--- config.mk ---
export PLATFORM = sky130hd
export DESIGN_NAME = vdma_write_buffer_scheduler
export DESIGN_NICKNAME = d
export VERILOG_FILES = /design/src/rtl/vdma_write_buffer_scheduler.sv
export SDC_FILE = /design/constraint.sdc
export NUM_CORES = 1
export LEC_CHECK = 0
export ABC_AREA = 1
export BUFFER_PORTS_ARGS = -buffer_cell sky130_fd_sc_hd__buf_4
export CAP_MARGIN = 20
export CORE_ASPECT_RATIO = 1.2
export CORE_UTILIZATION = 35
export DETAILED_ROUTE_END_ITERATION = 8
export PLACE_DENSITY = 0.63
export SYNTH_ARGS = -nofsm -noshare
export SYNTH_HDL_FRONTEND = slang
export SYNTH_SLANG_ARGS = --single-unit
--- constraint.sdc ---
create_clock -name aclk -period 21.6 [get_ports aclk]
set_clock_uncertainty 0.05 [all_clocks]
set_input_delay 1.08 -clock aclk [delete_from_list [all_inputs] [get_ports aclk]]
set_output_delay 1.08 -clock aclk [all_outputs]
set_load 0.005 [all_outputs]
--- src/rtl/vdma_write_buffer_scheduler.sv ---
// Rotates the VDMA writer over a ring of frame buffers; param_addr settles 2 cycles after an acceptance, rd_ack 1 cycle after rd_req.
// No backpressure: the core paces acceptances via ctl_index and the reader is granted on every request not overlapping a pending ack.
module vdma_write_buffer_scheduler #(
    parameter int AXI4_ADDR_WIDTH = 32,
    parameter int INDEX_WIDTH     = 8,
    parameter int BUF_NUM         = 4,
    parameter int BUF_WIDTH       = 3
) (
    input  logic                       aclk,
    input  logic                       areset,
    input  logic                       enable,
    input  logic [AXI4_ADDR_WIDTH-1:0] param_base,
    input  logic [AXI4_ADDR_WIDTH-1:0] param_frame_size,
    output logic                       busy,
    output logic [15:0]                frame_count,
    output logic                       core_ctl_enable,
    output logic                       core_ctl_update,
    output logic [AXI4_ADDR_WIDTH-1:0] core_param_addr,
    input  logic                       core_ctl_busy,
    input  logic [INDEX_WIDTH-1:0]     core_ctl_index,
    output logic [BUF_WIDTH-1:0]       wr_buf,
    input  logic                       rd_req,
    output logic                       rd_ack,
    output logic                       rd_valid,
    output logic                       rd_new,
    output logic [BUF_WIDTH-1:0]       rd_buf,
    output logic [AXI4_ADDR_WIDTH-1:0] rd_addr
);

    typedef enum logic [1:0] {IDLE, BUILD, RUN, STOP} state_t;

    state_t                     state;
    logic [AXI4_ADDR_WIDTH-1:0] size_l;
    logic [AXI4_ADDR_WIDTH-1:0] build_acc;
    logic [AXI4_ADDR_WIDTH-1:0] addr_tab [BUF_NUM];
    logic [BUF_WIDTH-1:0]       build_cnt;
    logic [BUF_WIDTH-1:0]       wr_cur;
    logic [BUF_WIDTH-1:0]       wr_next;
    logic [BUF_WIDTH-1:0]       latest;
    logic                       wr_cur_v;
    logic                       latest_v;
    logic                       rd_v;
    logic [INDEX_WIDTH-1:0]     prev_index;

    logic [BUF_WIDTH-1:0]       free_idx;
    logic                       free_found;
    logic                       taken;
    logic [AXI4_ADDR_WIDTH-1:0] wr_next_addr;
    logic [AXI4_ADDR_WIDTH-1:0] latest_addr;
    logic                       accept;
    logic                       grant;
    logic                       build_last;

    assign wr_buf     = wr_cur;
    assign rd_valid   = rd_v;
    assign accept     = ((state == RUN) || (state == STOP)) && (core_ctl_index != prev_index);
    assign grant      = rd_req && !rd_ack;
    assign build_last = (build_cnt == BUF_WIDTH'(BUF_NUM - 1));

    // Lowest buffer held by neither the writer, the newest frame nor the reader.
    always_comb begin
        free_idx   = '0;
        free_found = 1'b0;
        taken      = 1'b0;
        for (int i = 0; i < BUF_NUM; i++) begin
            taken = (wr_cur_v && (wr_cur == BUF_WIDTH'(i))) ||
                    (latest_v && (latest == BUF_WIDTH'(i))) ||
                    (rd_v     && (rd_buf == BUF_WIDTH'(i)));
            if (!free_found && !taken) begin
                free_idx   = BUF_WIDTH'(i);
                free_found = 1'b1;
            end
        end
    end

    always_comb begin
        wr_next_addr = '0;
        latest_addr  = '0;
        for (int i = 0; i < BUF_NUM; i++) begin
            if (wr_next == BUF_WIDTH'(i)) wr_next_addr = addr_tab[i];
            if (latest == BUF_WIDTH'(i))  latest_addr  = addr_tab[i];
        end
    end

    always_ff @(posedge aclk or posedge areset) begin
        if (areset) begin
            state           <= IDLE;
            busy            <= 1'b0;
            frame_count     <= '0;
            core_ctl_enable <= 1'b0;
            core_ctl_update <= 1'b0;
            core_param_addr <= '0;
            size_l          <= '0;
            build_acc       <= '0;
            build_cnt       <= '0;
            wr_cur          <= '0;
            wr_next         <= '0;
            latest          <= '0;
            wr_cur_v        <= 1'b0;
            latest_v        <= 1'b0;
            rd_v            <= 1'b0;
            prev_index      <= '0;
            rd_ack          <= 1'b0;
            rd_new          <= 1'b0;
            rd_buf          <= '0;
            rd_addr         <= '0;
            for (int i = 0; i < BUF_NUM; i++) addr_tab[i] <= '0;
        end else begin
            wr_next <= free_idx;

            // Grant samples the pre-acceptance latest when both coincide.
            rd_ack <= grant;
            if (grant) begin
                if (latest_v) begin
                    rd_buf  <= latest;
                    rd_v    <= 1'b1;
                    rd_new  <= !rd_v || (rd_buf != latest);
                    rd_addr <= latest_addr;
                end else begin
                    rd_new  <= 1'b0;
                end
            end

            if (accept) begin
                prev_index <= core_ctl_index;
                if (wr_cur_v) begin
                    latest      <= wr_cur;
                    latest_v    <= 1'b1;
                    frame_count <= frame_count + 16'd1;
                end
                wr_cur   <= wr_next;
                wr_cur_v <= 1'b1;
            end

            case (state)
                IDLE: begin
                    if (enable) begin
                        size_l     <= param_frame_size;
                        build_acc  <= param_base;
                        build_cnt  <= '0;
                        wr_cur_v   <= 1'b0;
                        latest_v   <= 1'b0;
                        wr_next    <= '0;
                        prev_index <= core_ctl_index;
                        busy       <= 1'b1;
                        state      <= BUILD;
                    end
                end
                BUILD: begin
                    for (int i = 0; i < BUF_NUM; i++) begin
                        if (build_cnt == BUF_WIDTH'(i)) addr_tab[i] <= build_acc;
                    end
                    build_acc <= build_acc + size_l;
                    build_cnt <= build_cnt + BUF_WIDTH'(1);
                    if (build_last) begin
                        // wr_next is 0 or 1 here, whose entries are already written.
                        core_param_addr <= wr_next_addr;
                        core_ctl_enable <= 1'b1;
                        core_ctl_update <= 1'b1;
                        state           <= RUN;
                    end
                end
                RUN: begin
                    core_param_addr <= wr_next_addr;
                    if (!enable) begin
                        core_ctl_enable <= 1'b0;
                        core_ctl_update <= 1'b0;
                        state           <= STOP;
                    end
                end
                STOP: begin
                    core_param_addr <= wr_next_addr;
                    if (!core_ctl_busy) begin
                        busy  <= 1'b0;
                        state <= IDLE;
                    end
                end
                default: state <= IDLE;
            endcase
        end
    end

endmodule

### Word level (Yosys, flattened, before mapping)

Cells that the tools add are included.

| storage, ports and cells | value |
|---|---|
| register bits | 304 |
| bits of input ports | 77 |

| operators by class | value |
|---|---|
| reduce and logical (&&, ||, !) cells | 57 |
| muxes and demuxes | 44 |
| $add $sub $neg | 3 |
| eq/ne operators | 24 |

Operators by type and width:

| kind | count |
|---|---|
| 2-to-1 mux 32 bit | 10 |
| one-hot mux 32 bit (2 select lines) | 2 |
| adder 32 bit | 1 |
| equality test 3 x 2 -> 1 bit, second input constant | 10 |
| 2-to-1 mux 8 bit | 3 |
| AND reduction 2 bit | 9 |
| logical AND 1 bit | 17 |
| adder 16 x 1 -> 16 bit, second input constant | 1 |
| 2-to-1 mux 1 bit | 16 |
| equality test 3 x 1 -> 1 bit, second input constant | 5 |
| zero test 3 bit | 5 |
| 2-to-1 mux 3 bit | 4 |
| logical OR 1 bit | 10 |
| 2-to-1 mux 2 bit | 5 |
| inequality test 2 bit, second input constant | 4 |
| inequality test 8 bit | 1 |
| one-hot mux 2 bit (4 select lines) | 1 |
| nonzero test 2 bit | 4 |
| zero test 1 bit | 7 |
| one-hot mux 3 bit (2 select lines) | 1 |
| AND reduction 3 bit | 2 |
| equality test 2 bit, second input constant | 2 |
| one-hot mux 1 bit (2 select lines) | 2 |
| AND reduction 4 bit | 1 |
| 5 further kinds | 5 |

### Longest topological paths before layout

| depth | value |
|---|---|
| depth in word-level cells | 15 |
| mapped depth | 14 |
| gate-level depth less buffers | 14 |

### Least setup slack after synthesis

OpenSTA, ideal clock, no wires.

| timing | value |
|---|---|
| path type | input-to-reg |
| from | input port core_ctl_index[3] |
| to | register frame_count[12] |
| stages on the path | 8 |
| setup slack | 19.519 ns |
| data arrival time | 1.908 ns |
| cells stage by stage | xor2_1 nor2_1 nand4_1 nand3_2 inv_1 buf_6 o21ai_0 nand2_1 |

| on the way | value |
|---|---|
| word-level cells in the longest chain between the ends | 3 |

RTL lines:

| item | RTL line | source |
|---|---|---|
| from (decl) | 20 | `input logic [INDEX_WIDTH-1:0] core_ctl_index,` |
| inequality test 8 bit | 56 | `assign accept = ((state == RUN) \|\| (state == STOP)) && (core_ctl_index != prev_index);` |
| logical AND 1 bit | 56 |  |
| AND reduction 2 bit (no source line) | n/a |  |
| to (signal assigned) | 129 | `frame_count <= frame_count + 16'd1;` |
| to (decl) | 15 | `output logic [15:0] frame_count,` |

Every way passes these cells.
A chain may end at the register's enable or synchronous reset.

==> summary.md <==
| Metric | Value |
|---|---|
| Status | completed |
| Cell Count Post-Placement | 2677 |
| Post-CTS Hold Buffers | 0 |
| Horiz. Die Dim | 195 um |
| TritonCTS Buffers | 31 |
| Max-cap violation count | 0 |
| Max-Slew Margin vs Limit | 26.9% |
| Worst-path clk slew | 60 ps |
| Area of the mapped netlist | 0.0156 mm^2 |
| Via count | 13.6k |
| Crit-path most repeated cell | sky130_fd_sc_hd__buf_4 |
| Final hold violations | 0 |
| Unrepaired setup endpoints after global routing | false |
| Slack of the critical path | 18610 ps |
| Class of the worst hold path | register to register |
| Final cell area excluding filler cells | 0.0182 mm^2 |
| Largest fanout on the critical path | 100 |
| Via count normalized by instance count | 4.98 |
| Total iterations of the first detailed-routing run | 5 |
| Final HPWL from detailed placement | 31.2 mm |
| Placement row count | 84 |
| Master cell of the clock root buffer | sky130_fd_sc_hd__clkbuf_16 |
| Leak pwr | 9.39 nW |
| Synth warn | 0 |
| IO Pins | 169 |
| Pin count of the biggest net entering global routing | 101 |
| Global-route wire length before repair | 71.1 mm |
| Last weighted congestion value of the routability-driven placer | 0.935 |
| Number of nets at the end of the flow | 2270 |
| Clock period minus worst slack | 2990 ps |
| Syn Inst Count | 2027 |
| Number of pins exceeding their max-slew limit in the final report | 0 |
| CTS Sinks | 300 |
| Share of synthesized area occupied by flip-flops and latches | 48.2% |
| Number of global-route vias before repair | 13.3k |
| Arrival time of data at the critical path endpoint | 3520 ps |
| Antenna violations before repair | 0 |
| Source-to-sink clock delay at the later pin of the worst-skew pair | 570 ps |
| Post-cts sizing count | 0 |
| CP Cell Sequence | buf_4 -> inv_8 -> buf_4 -> buf_4 |
| Final cell utilization of the core | 41.6% |
| Post-layout power | 2.92 mW |
| Critical setup path kind | primary input to asynchronous set/reset pin |
| Buffers from clock root to sink, at most | 3 |
| Chip Height | 233 um |
| Number of DRC violations after detailed routing | 0 |
| FF+latch count, synth | 300 |
| Global-route total usage across every layer | 19.5% |
| Number of distinct standard cells referenced by the synthesized netlist | 39 |
| Placement-stage cell area | 0.0173 mm^2 |
| Fin Setup TNS | 0 ps |
| Final setup violation count | 0 |
| Category of the worst setup path capture point | asynchronous set/reset pin |
| Fmax achieved | 334 MHz |
| Number of input and output port buffers inserted | 166 |
| Total detailed-routing wirelength | 44.2 mm |
| Maximum cell stage delay along the critical path | 890 ps |
| Total congestion overflow | 0 |
| Effective utilization at floorplan | 35.6% |
| Core Box Area | 0.0438 mm^2 |
| Non-filler instance count after layout | 2731 |
| VDD IR max | 0.0665 mV |
| Portion of the clock cycle consumed by the worst path in the final layout | 13.8% |
| Area Overhead vs Synth | 17.0% |
| Post-route ant nets | 0 |
| Worst setup slack before clock tree synthesis | 17880 ps |
| Fraction of final layout cells with drive strength greater than 1 | 11.7% |
| Critical Path Source Type | primary input |
| Maximum level of the CTS H-tree | 1 |
| CTS tree | built |
| Worst Max-Slew Pin Slew | 1090 ps |
| WL per Instance | 16.2 um |
| Post-CTS repair timing setup buffer count | 0 |
| CP Data Required Time | 22130 ps |
| Drt initial violations | 945 |
| Worst-path cell with the longest stage delay | sky130_fd_sc_hd__buf_4 |
| Power Dens Cells | 160 mW/mm^2 |
| Floorplan die area | 0.0454 mm^2 |
| Min Hold Slack | 428 ps |
| Count of antenna diodes in the layout | 0 |
| Synthesized area per cell | 7.69 um^2 |
routing by layer:
layer,routed length (um),GRT usage (%),share of wire [%]
met1,19700,25.6,45
met2,21300,33.8,48
met3,2290,2.28,5.2
met4,901,5.61,2.0
met5,0,0,0
power by group:
part	internal (mW)	total (mW)	switching (mW)
clock network	0.293	0.507	0.214
registers	0.803	1.00	0.199
logic	0.496	1.41	0.912
cell usage in the layout (no fill, tap or decap), types with 9 or more instances in the layout:
master                      synthesis  routed
sky130_fd_sc_hd__nand2_1          728     726
sky130_fd_sc_hd__nor2_1           109     108
sky130_fd_sc_hd__clkbuf_16          0      31
sky130_fd_sc_hd__o21ai_1           54      53
sky130_fd_sc_hd__a21oi_1           33      33
sky130_fd_sc_hd__nand3_1           71      70
sky130_fd_sc_hd__dfrtp_1          300     300
sky130_fd_sc_hd__o21ai_0          222     222
sky130_fd_sc_hd__buf_4              6     181
sky130_fd_sc_hd__nor3_1            10      10
sky130_fd_sc_hd__ha_1              41      40
sky130_fd_sc_hd__xor2_1            23      23
sky130_fd_sc_hd__clkbuf_8           0       9
sky130_fd_sc_hd__a221oi_1          64      64
sky130_fd_sc_hd__inv_1            213     212
sequential cells by signal (all words and copies together), names as in the netlist, 3 cells and up:
name             count
prev_index           8
size_l              32
build_cnt            3
core_param_addr     32
addr_tab           128
frame_count         16
build_acc           32
rd_addr             32
worst max-delay path: cells and delay by family:
kind	cells	cell delay [ps]
buffers and inverters	4	2270
layout make-up:
cell class	instances	area (um^2)
fillers	4436	25600
flip-flops and latches	300	7510
multi-input cells	1416	6860
repair buffers	181	1360
clock buffers	48	930
inverters	221	837
well taps	559	699
clock inverters	6	37.5
synthesized netlist by cell type:
library cell / number / share of area, %
sky130_fd_sc_hd__o21ai_1: 54 / 1.7
sky130_fd_sc_hd__buf_6: 3 / 0.22
sky130_fd_sc_hd__nand3_2: 5 / 0.32
sky130_fd_sc_hd__a211oi_1: 1 / 0.048
sky130_fd_sc_hd__buf_4: 6 / 0.29
sky130_fd_sc_hd__buf_1: 2 / 0.048
sky130_fd_sc_hd__inv_2: 5 / 0.12
sky130_fd_sc_hd__nand4_1: 4 / 0.16
sky130_fd_sc_hd__nor2_4: 2 / 0.14
sky130_fd_sc_hd__and3_1: 2 / 0.080
sky130_fd_sc_hd__o21ai_2: 2 / 0.11
sky130_fd_sc_hd__o22ai_1: 7 / 0.28
sky130_fd_sc_hd__a22oi_1: 2 / 0.096
sky130_fd_sc_hd__o21bai_1: 1 / 0.048
sky130_fd_sc_hd__conb_1: 1 / 0.024
sky130_fd_sc_hd__fa_1: 1 / 0.13
sky130_fd_sc_hd__nor2_1: 109 / 2.6
sky130_fd_sc_hd__o21ai_0: 222 / 7.1
sky130_fd_sc_hd__xnor2_1: 8 / 0.45
sky130_fd_sc_hd__ha_1: 41 / 3.3
sky130_fd_sc_hd__clkbuf_1: 49 / 1.2
sky130_fd_sc_hd__a21o_1: 1 / 0.048
sky130_fd_sc_hd__a21oi_1: 33 / 1.1
sky130_fd_sc_hd__a31oi_1: 3 / 0.12
sky130_fd_sc_hd__nor3_1: 10 / 0.32
sky130_fd_sc_hd__nand2_1: 728 / 18
sky130_fd_sc_hd__xor2_1: 23 / 1.3
sky130_fd_sc_hd__inv_1: 213 / 5.1
sky130_fd_sc_hd__nand3b_1: 2 / 0.096
sky130_fd_sc_hd__dfrtp_1: 300 / 48
sky130_fd_sc_hd__a221oi_1: 64 / 3.6
sky130_fd_sc_hd__nand3_1: 71 / 2.3
sky130_fd_sc_hd__or2_2: 1 / 0.040
sky130_fd_sc_hd__nor2_2: 3 / 0.12
sky130_fd_sc_hd__nor4_1: 4 / 0.16
sky130_fd_sc_hd__buf_2: 31 / 1.0
sky130_fd_sc_hd__clkinv_1: 3 / 0.072
sky130_fd_sc_hd__o211ai_1: 7 / 0.34
sky130_fd_sc_hd__nand2_2: 3 / 0.12
kinds of logic after synthesis:
family	Yosys count	share of synthesized area [%]
and+or+nand+nor	944	24.0
AOI/OAI and AO/OA	397	14.6
buffers and inverters	312	8.05
DFF	300	48.2
adders and majority gates	42	3.42
xor gates and xnor gates	31	1.74
other	1	0.0241
worst paths after layout:
check | start | endpoint | slack [ps] | depth (start not counted)
hold / removal | rd_ack | rd_ack | 430 | 1
setup reg to reg | state[1] | core_param_addr[21] | 18760 | 9
setup / recovery | areset | addr_tab[17] | 18610 | 4
hold reg to reg | rd_ack | rd_ack | 430 | 1
max in group aclk | state[1] | core_param_addr[21] | 18760 | 9
min in group asynchronous | areset | prev_index[4] | 540 | 2
(Power assumes the default switching activity.)
